==> src/rtl/jk_bank_arbiter_pkg.sv <==
// rtl/jk_bank_arbiter_pkg.sv - shared JK command encodings, default sizes and JK update helper
// Purpose: common definitions for the JK flop-bank arbiter slice.
//   JK_HOLD/JK_CLR/JK_SET/JK_TOG : 2-bit {j,k} command encodings
//   DEF_NREQ / DEF_NBITS         : default requester count and bank width
//   jk_next()                    : next state of one JK flop for a {j,k} command
// Ports: none (package).
package jk_bank_arbiter_pkg;

   localparam logic [1:0] JK_HOLD = 2'b00;
   localparam logic [1:0] JK_CLR  = 2'b01;
   localparam logic [1:0] JK_SET  = 2'b10;
   localparam logic [1:0] JK_TOG  = 2'b11;

   localparam int DEF_NREQ  = 4;
   localparam int DEF_NBITS = 8;

   function automatic logic jk_next(input logic q, input logic [1:0] jk);
      logic nq;
      case (jk)
         JK_HOLD: nq = q;
         JK_CLR:  nq = 1'b0;
         JK_SET:  nq = 1'b1;
         default: nq = ~q;
      endcase
      return nq;
   endfunction

endpackage

==> src/rtl/jk_bank_arbiter_rr.sv <==
// rtl/jk_bank_arbiter_rr.sv - round-robin grant generator owning the rotating priority pointer
// Purpose: picks the first valid requester starting at ptr and advances ptr past the winner.
// Module name: jk_rr_arbiter
// Ports:
//   clk        in   rising-edge clock
//   reset      in   synchronous, active-high; forces gnt to 0 and clears ptr
//   req_valid  in   [NREQ]     pending requests
//   gnt        out  [NREQ]     one-hot (or 0) combinational grant
//   gnt_idx    out  [clog2]    index of the granted requester (0 when none)
module jk_rr_arbiter
   import jk_bank_arbiter_pkg::*;
#(
   parameter int NREQ = DEF_NREQ
) (
   input  logic                      clk,
   input  logic                      reset,
   input  logic [NREQ-1:0]           req_valid,
   output logic [NREQ-1:0]           gnt,
   output logic [$clog2(NREQ)-1:0]   gnt_idx
);

   localparam int IW = $clog2(NREQ);
   localparam logic [IW:0] NREQ_W = (IW+1)'(NREQ);

   logic [IW-1:0] ptr_q;
   logic [IW-1:0] ptr_d;
   logic [IW:0]   cand;
   logic          found;

   // Scan ptr, ptr+1, ... with an explicit wrap so non-power-of-2 NREQ works.
   always_comb begin
      gnt     = '0;
      gnt_idx = '0;
      found   = 1'b0;
      cand    = '0;
      for (int off = 0; off < NREQ; off++) begin
         cand = {1'b0, ptr_q} + (IW+1)'(off);
         if (cand >= NREQ_W) begin
            cand = cand - NREQ_W;
         end
         if (!found && !reset && req_valid[cand[IW-1:0]]) begin
            found                = 1'b1;
            gnt_idx              = cand[IW-1:0];
            gnt[cand[IW-1:0]]    = 1'b1;
         end
      end
   end

   always_comb begin
      ptr_d = ptr_q;
      if (found) begin
         ptr_d = (gnt_idx == IW'(NREQ-1)) ? '0 : gnt_idx + 1'b1;
      end
   end

   always_ff @(posedge clk) begin
      if (reset) begin
         ptr_q <= '0;
      end else begin
         ptr_q <= ptr_d;
      end
   end

endmodule

==> src/rtl/jk_bank_arbiter.sv <==
// rtl/jk_bank_arbiter.sv - NREQ requesters sharing one JK flop bank through a round-robin arbiter
// Purpose: accepts at most one J/K command vector per clock and applies it to the bank.
// Optional feature: macro JKARB_STATS_EN adds the saturating grant_cnt output.
// Ports:
//   clk        in   rising-edge clock
//   reset      in   synchronous, active-high
//   req_valid  in   [NREQ]        command pending per requester
//   req_j      in   [NREQ*NBITS]  J vectors, requester i at [i*NBITS +: NBITS]
//   req_k      in   [NREQ*NBITS]  K vectors, same slicing
//   req_ready  out  [NREQ]        one-hot combinational grant
//   q          out  [NBITS]       registered bank state
//   gnt_valid  out                a transfer happened on the previous edge
//   gnt_id     out  [clog2]       index of the last accepted requester
//   grant_cnt  out  [CW]          saturating transfer count (JKARB_STATS_EN only)
module jk_bank_arbiter
   import jk_bank_arbiter_pkg::*;
#(
   parameter int NREQ  = DEF_NREQ,
   parameter int NBITS = DEF_NBITS,
   parameter int CW    = 8
) (
   input  logic                      clk,
   input  logic                      reset,
   input  logic [NREQ-1:0]           req_valid,
   input  logic [NREQ*NBITS-1:0]     req_j,
   input  logic [NREQ*NBITS-1:0]     req_k,
   output logic [NREQ-1:0]           req_ready,
   output logic [NBITS-1:0]          q,
   output logic                      gnt_valid,
   output logic [$clog2(NREQ)-1:0]   gnt_id
`ifdef JKARB_STATS_EN
   ,
   output logic [CW-1:0]             grant_cnt
`endif
);

   localparam int IW = $clog2(NREQ);

   logic [NREQ-1:0]  gnt;
   logic [IW-1:0]    gnt_idx;
   logic             xfer;
   logic [NBITS-1:0] sel_j;
   logic [NBITS-1:0] sel_k;
   logic [NBITS-1:0] q_d;
   logic [NBITS-1:0] q_q;
   logic             gnt_valid_q;
   logic [IW-1:0]    gnt_id_q;

   jk_rr_arbiter #(
      .NREQ (NREQ)
   ) u_rr (
      .clk       (clk),
      .reset     (reset),
      .req_valid (req_valid),
      .gnt       (gnt),
      .gnt_idx   (gnt_idx)
   );

   // gnt is only ever set on a valid requester, so any grant bit is a transfer.
   assign xfer      = |gnt;
   assign req_ready = gnt;

   // One-hot AND-OR mux of the winning requester's J/K slices.
   always_comb begin
      sel_j = '0;
      sel_k = '0;
      for (int i = 0; i < NREQ; i++) begin
         if (gnt[i]) begin
            sel_j = sel_j | req_j[i*NBITS +: NBITS];
            sel_k = sel_k | req_k[i*NBITS +: NBITS];
         end
      end
   end

   always_comb begin
      q_d = q_q;
      for (int b = 0; b < NBITS; b++) begin
         q_d[b] = jk_next(q_q[b], {sel_j[b], sel_k[b]});
      end
   end

   always_ff @(posedge clk) begin
      if (reset) begin
         q_q         <= '0;
         gnt_valid_q <= 1'b0;
         gnt_id_q    <= '0;
      end else begin
         gnt_valid_q <= xfer;
         if (xfer) begin
            q_q      <= q_d;
            gnt_id_q <= gnt_idx;
         end
      end
   end

   assign q         = q_q;
   assign gnt_valid = gnt_valid_q;
   assign gnt_id    = gnt_id_q;

`ifdef JKARB_STATS_EN
   logic [CW-1:0] grant_cnt_q;

   always_ff @(posedge clk) begin
      if (reset) begin
         grant_cnt_q <= '0;
      end else if (xfer && (grant_cnt_q != {CW{1'b1}})) begin
         grant_cnt_q <= grant_cnt_q + 1'b1;
      end
   end

   assign grant_cnt = grant_cnt_q;
`endif

endmodule

==> config.mk <==
export PLATFORM = sky130hd
export DESIGN_NAME = jk_bank_arbiter
export DESIGN_NICKNAME = d
export VERILOG_FILES = /design/src/rtl/jk_bank_arbiter_pkg.sv /design/src/rtl/jk_bank_arbiter_rr.sv /design/src/rtl/jk_bank_arbiter.sv
export SDC_FILE = /design/constraint.sdc
export NUM_CORES = 1
export LEC_CHECK = 0
export CAP_MARGIN = 30
export CORE_MARGIN = 1.5
export CORE_UTILIZATION = 45
export CTS_BUF_LIST = sky130_fd_sc_hd__clkbuf_2 sky130_fd_sc_hd__clkbuf_4 sky130_fd_sc_hd__clkbuf_8
export DETAILED_ROUTE_END_ITERATION = 6
export PLACE_DENSITY = 0.89
export REMOVE_ABC_BUFFERS = 1
export SYNTH_ARGS = -nofsm -noshare
export SYNTH_HDL_FRONTEND = slang
export SYNTH_HIERARCHICAL = 1
export SYNTH_SLANG_ARGS = --single-unit
==> constraint.sdc <==
create_clock -name clk -period 9 [get_ports clk]
set_input_delay 1.35 -clock clk [delete_from_list [all_inputs] [get_ports clk]]
set_output_delay 1.35 -clock clk [all_outputs]
set_load 0.01 [all_outputs]
==> impl_metrics.env <==
export IMPL_outcome="finished, final reports clean"
export IMPL_numCtsBuffers=3
export IMPL_syn_area_per_cell_um2=8.544
export IMPL_die_x_um=64.31
export IMPL_max_freq_mhz=177.4
export IMPL_clockBufferDepth=2
export IMPL_grt_usage_pct=23.42
export IMPL_end_kind="output pin"
export IMPL_clkLatencyLatePin_ns=0.25
export IMPL_netlist_area_leader_share_pct=17.75
export IMPL_slew_headroom_pct=37.77
export IMPL_cts_resized=0
export IMPL_finalSetupViolCount=0
export IMPL_ys_warnings_count=6
export IMPL_r2r_setup_slack_ns=4.42
export IMPL_drc_errors=0
export IMPL_wl_per_cell_um=14.65
export IMPL_htreeDepth=1
export IMPL_maxCapViolCount=0
export IMPL_synth_area_leader_cell="ha_1"
export IMPL_cts_root_buffer="clkbuf_8"
export IMPL_dieArea_mm2=0.004136
export IMPL_min_period_over_period_pct=62.65
export IMPL_overflow=0
export IMPL_synth_adder_area_share_pct=17.75
export IMPL_worst_hold_path_type="flip-flop to flip-flop"
export IMPL_port_buffers=84
export IMPL_synth_top_family_by_area="compound AO/OA/AOI/OAI gates"
export IMPL_power_leakage_nw=1.028
export IMPL_antenna_found_initial=0
export IMPL_path_clk_slew_ns=0.07
export IMPL_core_area_mm2=0.003633
export IMPL_yosys_area_share_simple_pct=17.23
export IMPL_cp_start_kind="input port"
export IMPL_fp_dieH_um=64.31
export IMPL_synth_top_cells_by_area="ha_1 (18%), dfxtp_1 (15%), a22oi_1 (12%)"
export IMPL_grt_max_degree=22
export IMPL_place_ws_ns=3.332
export IMPL_muxShareOfSynthArea_pct=7.766
export IMPL_place_congestion=0.8535
export IMPL_cts_sinks=13
export IMPL_ys_seq_area_share_pct=15.38
export IMPL_pwr_density_cell_mw_per_mm2=277.4
export IMPL_drt_pass1_iter_count=4
export IMPL_drtIter0Drc=72
export IMPL_synth_xor_area_share_pct=0.5178
export IMPL_dr_total_vias=1888
export IMPL_fill_cells=285
export IMPL_io_pins=85
export IMPL_worstMarginPinSlew_ns=0.9265
export IMPL_start_util_pct=46.56
export IMPL_worst_slack_ns=3.362
export IMPL_drive_gt1_share_pct=6.204
export IMPL_worstPathRequired_ns=7.65
export IMPL_drv_slew=0
export IMPL_rows=22
export IMPL_synth_compound_area_share_pct=34.39
export IMPL_cts_setup_buffers=0
export IMPL_rsz0062_at_grt="false"
export IMPL_cts_tree="done"
export IMPL_grt_pass1_wl_um=7948
export IMPL_holdBufCountCts=0
export IMPL_drtAntennaViolNets=0
export IMPL_crit_fanout=21
export IMPL_synthCells=198
export IMPL_ir_drop_uv=165.9
export IMPL_skew_ns=0.01093
export IMPL_ys_ff_latch=13
export IMPL_synth_distinct_cells=35
export IMPL_period_minus_slack_ns=5.639
export IMPL_tns_ns=0
export IMPL_fin_nets=369
export IMPL_viasPerCell=5.863
export IMPL_finalHoldViolCount=0
export IMPL_detailed_place_hpwl_um=3642
export IMPL_syn_area_mm2=0.001692
export IMPL_wl_um=4717
export IMPL_critPathArrivalTime_ns=4.29
export IMPL_grt_pass1_vias=1838
export IMPL_area_growth_pct=53.77
export IMPL_crit_type="input port to output pin"
export IMPL_diodes=0
placed cells by master (no fill, tap or decap), types with 4 or more instances in the layout:
cell type / count
clkdlybuf4s50_1: 84
a22oi_1: 26
ha_1: 24
dfxtp_1: 13
inv_1: 12
nor2b_1: 11
a221oi_1: 10
a21oi_1: 10
a22o_1: 8
and2_1: 8
a21o_1: 8
o21ai_1: 8
or4_1: 8
nor2_1: 8
mux2i_1: 6
o22ai_2: 4
flip-flops by register name, summed over array words and instances, names as in the netlist, named ones only:
name,cells
q,8
gnt_id,2
gnt_valid,1
u_rr/ptr_q,1
cell usage after synthesis:
| library cell | number |
|---|---|
| a22oi_1 | 26 |
| ha_1 | 24 |
| dfxtp_1 | 13 |
| inv_1 | 12 |
| nor2b_1 | 11 |
| a21oi_1 | 10 |
| a221oi_1 | 10 |
| a21o_1 | 8 |
| a22o_1 | 8 |
| and2_1 | 8 |
| nor2_1 | 8 |
| o21ai_1 | 8 |
| or4_1 | 8 |
| mux2i_1 | 6 |
| buf_2 | 4 |
| clkbuf_1 | 4 |
| o22ai_1 | 4 |
| nand2_1 | 3 |
| buf_1 | 2 |
| buf_6 | 2 |
| mux4_2 | 2 |
| nor2b_2 | 2 |
| nor3_1 | 2 |
| o21ai_0 | 2 |
| buf_4 | 1 |
| mux4_1 | 1 |
| nand2b_2 | 1 |
| nand3_1 | 1 |
| nor4_4 | 1 |
| o21bai_1 | 1 |
| o22a_4 | 1 |
| o311a_1 | 1 |
| o32ai_1 | 1 |
| or2_4 | 1 |
| xnor2_1 | 1 |
worst paths after layout:
path / startpoint / endpoint / cells past startpoint
worst max register to register: flip-flop / q[7]$_SDFFE_PP0P_ / 12
worst min-delay path: gnt_id[1]$_SDFFE_PP0P_ / gnt_id[1]$_SDFFE_PP0P_ / 2
worst min register to register: gnt_id[1]$_SDFFE_PP0P_ / gnt_id[1]$_SDFFE_PP0P_ / 2
worst max-delay path: reset / req_ready[3] / 6
per-layer routing:
layer,up-vias,GRT usage [%],part of all wire [%]
met4,0,6.117,1.1
met2,70,45.05,52
met3,6,5.106,6.5
li1,914,-,-
met5,-,0,0
met1,898,25.54,40
worst max-delay path, stage by stage:
cell	delay, ns
clkdlybuf4s50_1	0.84
nor2b_1	0.27
a22oi_1	0.12
or2_4	0.28
o22ai_2	0.73
clkdlybuf4s50_1	0.68
per-stage QoR:
stage | cells | cell area (um2) | utilization (%) | total power, W | hold WS, ns
finish | 322 | 2601 | 71.59 | 0.0007216 | 0.4929
global route | 322 | 2601 | 71.59 | 0.0007958 | 0.5205
detailed placement | 318 | 2552 | 70.25 | 0.0006613 | 0.4829
CTS | 322 | 2601 | 71.59 | 0.0007221 | 0.4903
global placement | 318 | 2552 | 70.25 | 0.0006350 | 0.4742
floorplan | 185 | 1619 | - | 0.0004778 | 0.4956
power breakdown:
part | leakage, nW | switching (W) | internal, W
clock | 0.0262 | 0.0000228 | 0.0000343
sequential | 0.106 | 0.0000274 | 0.0000848
combinational | 0.896 | 0.000269 | 0.000284
total | 1.03 | 0.000319 | 0.000403
cell type report:
type                            instances  area [um2]  share of cell area [%]
Multi-Input combinational cell        160        1339                   51.47
Sequential cell                        13       260.3                   10.00
Timing Repair Buffer                   85       848.3                   32.61
Inverter                               12       45.04                   1.732
Clock buffer                            4       48.80                   1.876
Tap cell                               48       60.06                   2.309
cell families (layout without fill, tap and decap cells):
group / after synthesis / in the layout
AOI/OAI and AO/OA: 80 / 80
DFF: 13 / 13
buffers and inverters: 25 / 101
xor gates and xnor gates: 1 / 1
adders and majority gates: 24 / 24
and+or+nand+nor: 46 / 46
muxes: 9 / 9
No activity file was read; power rests on OpenSTA's default activity.
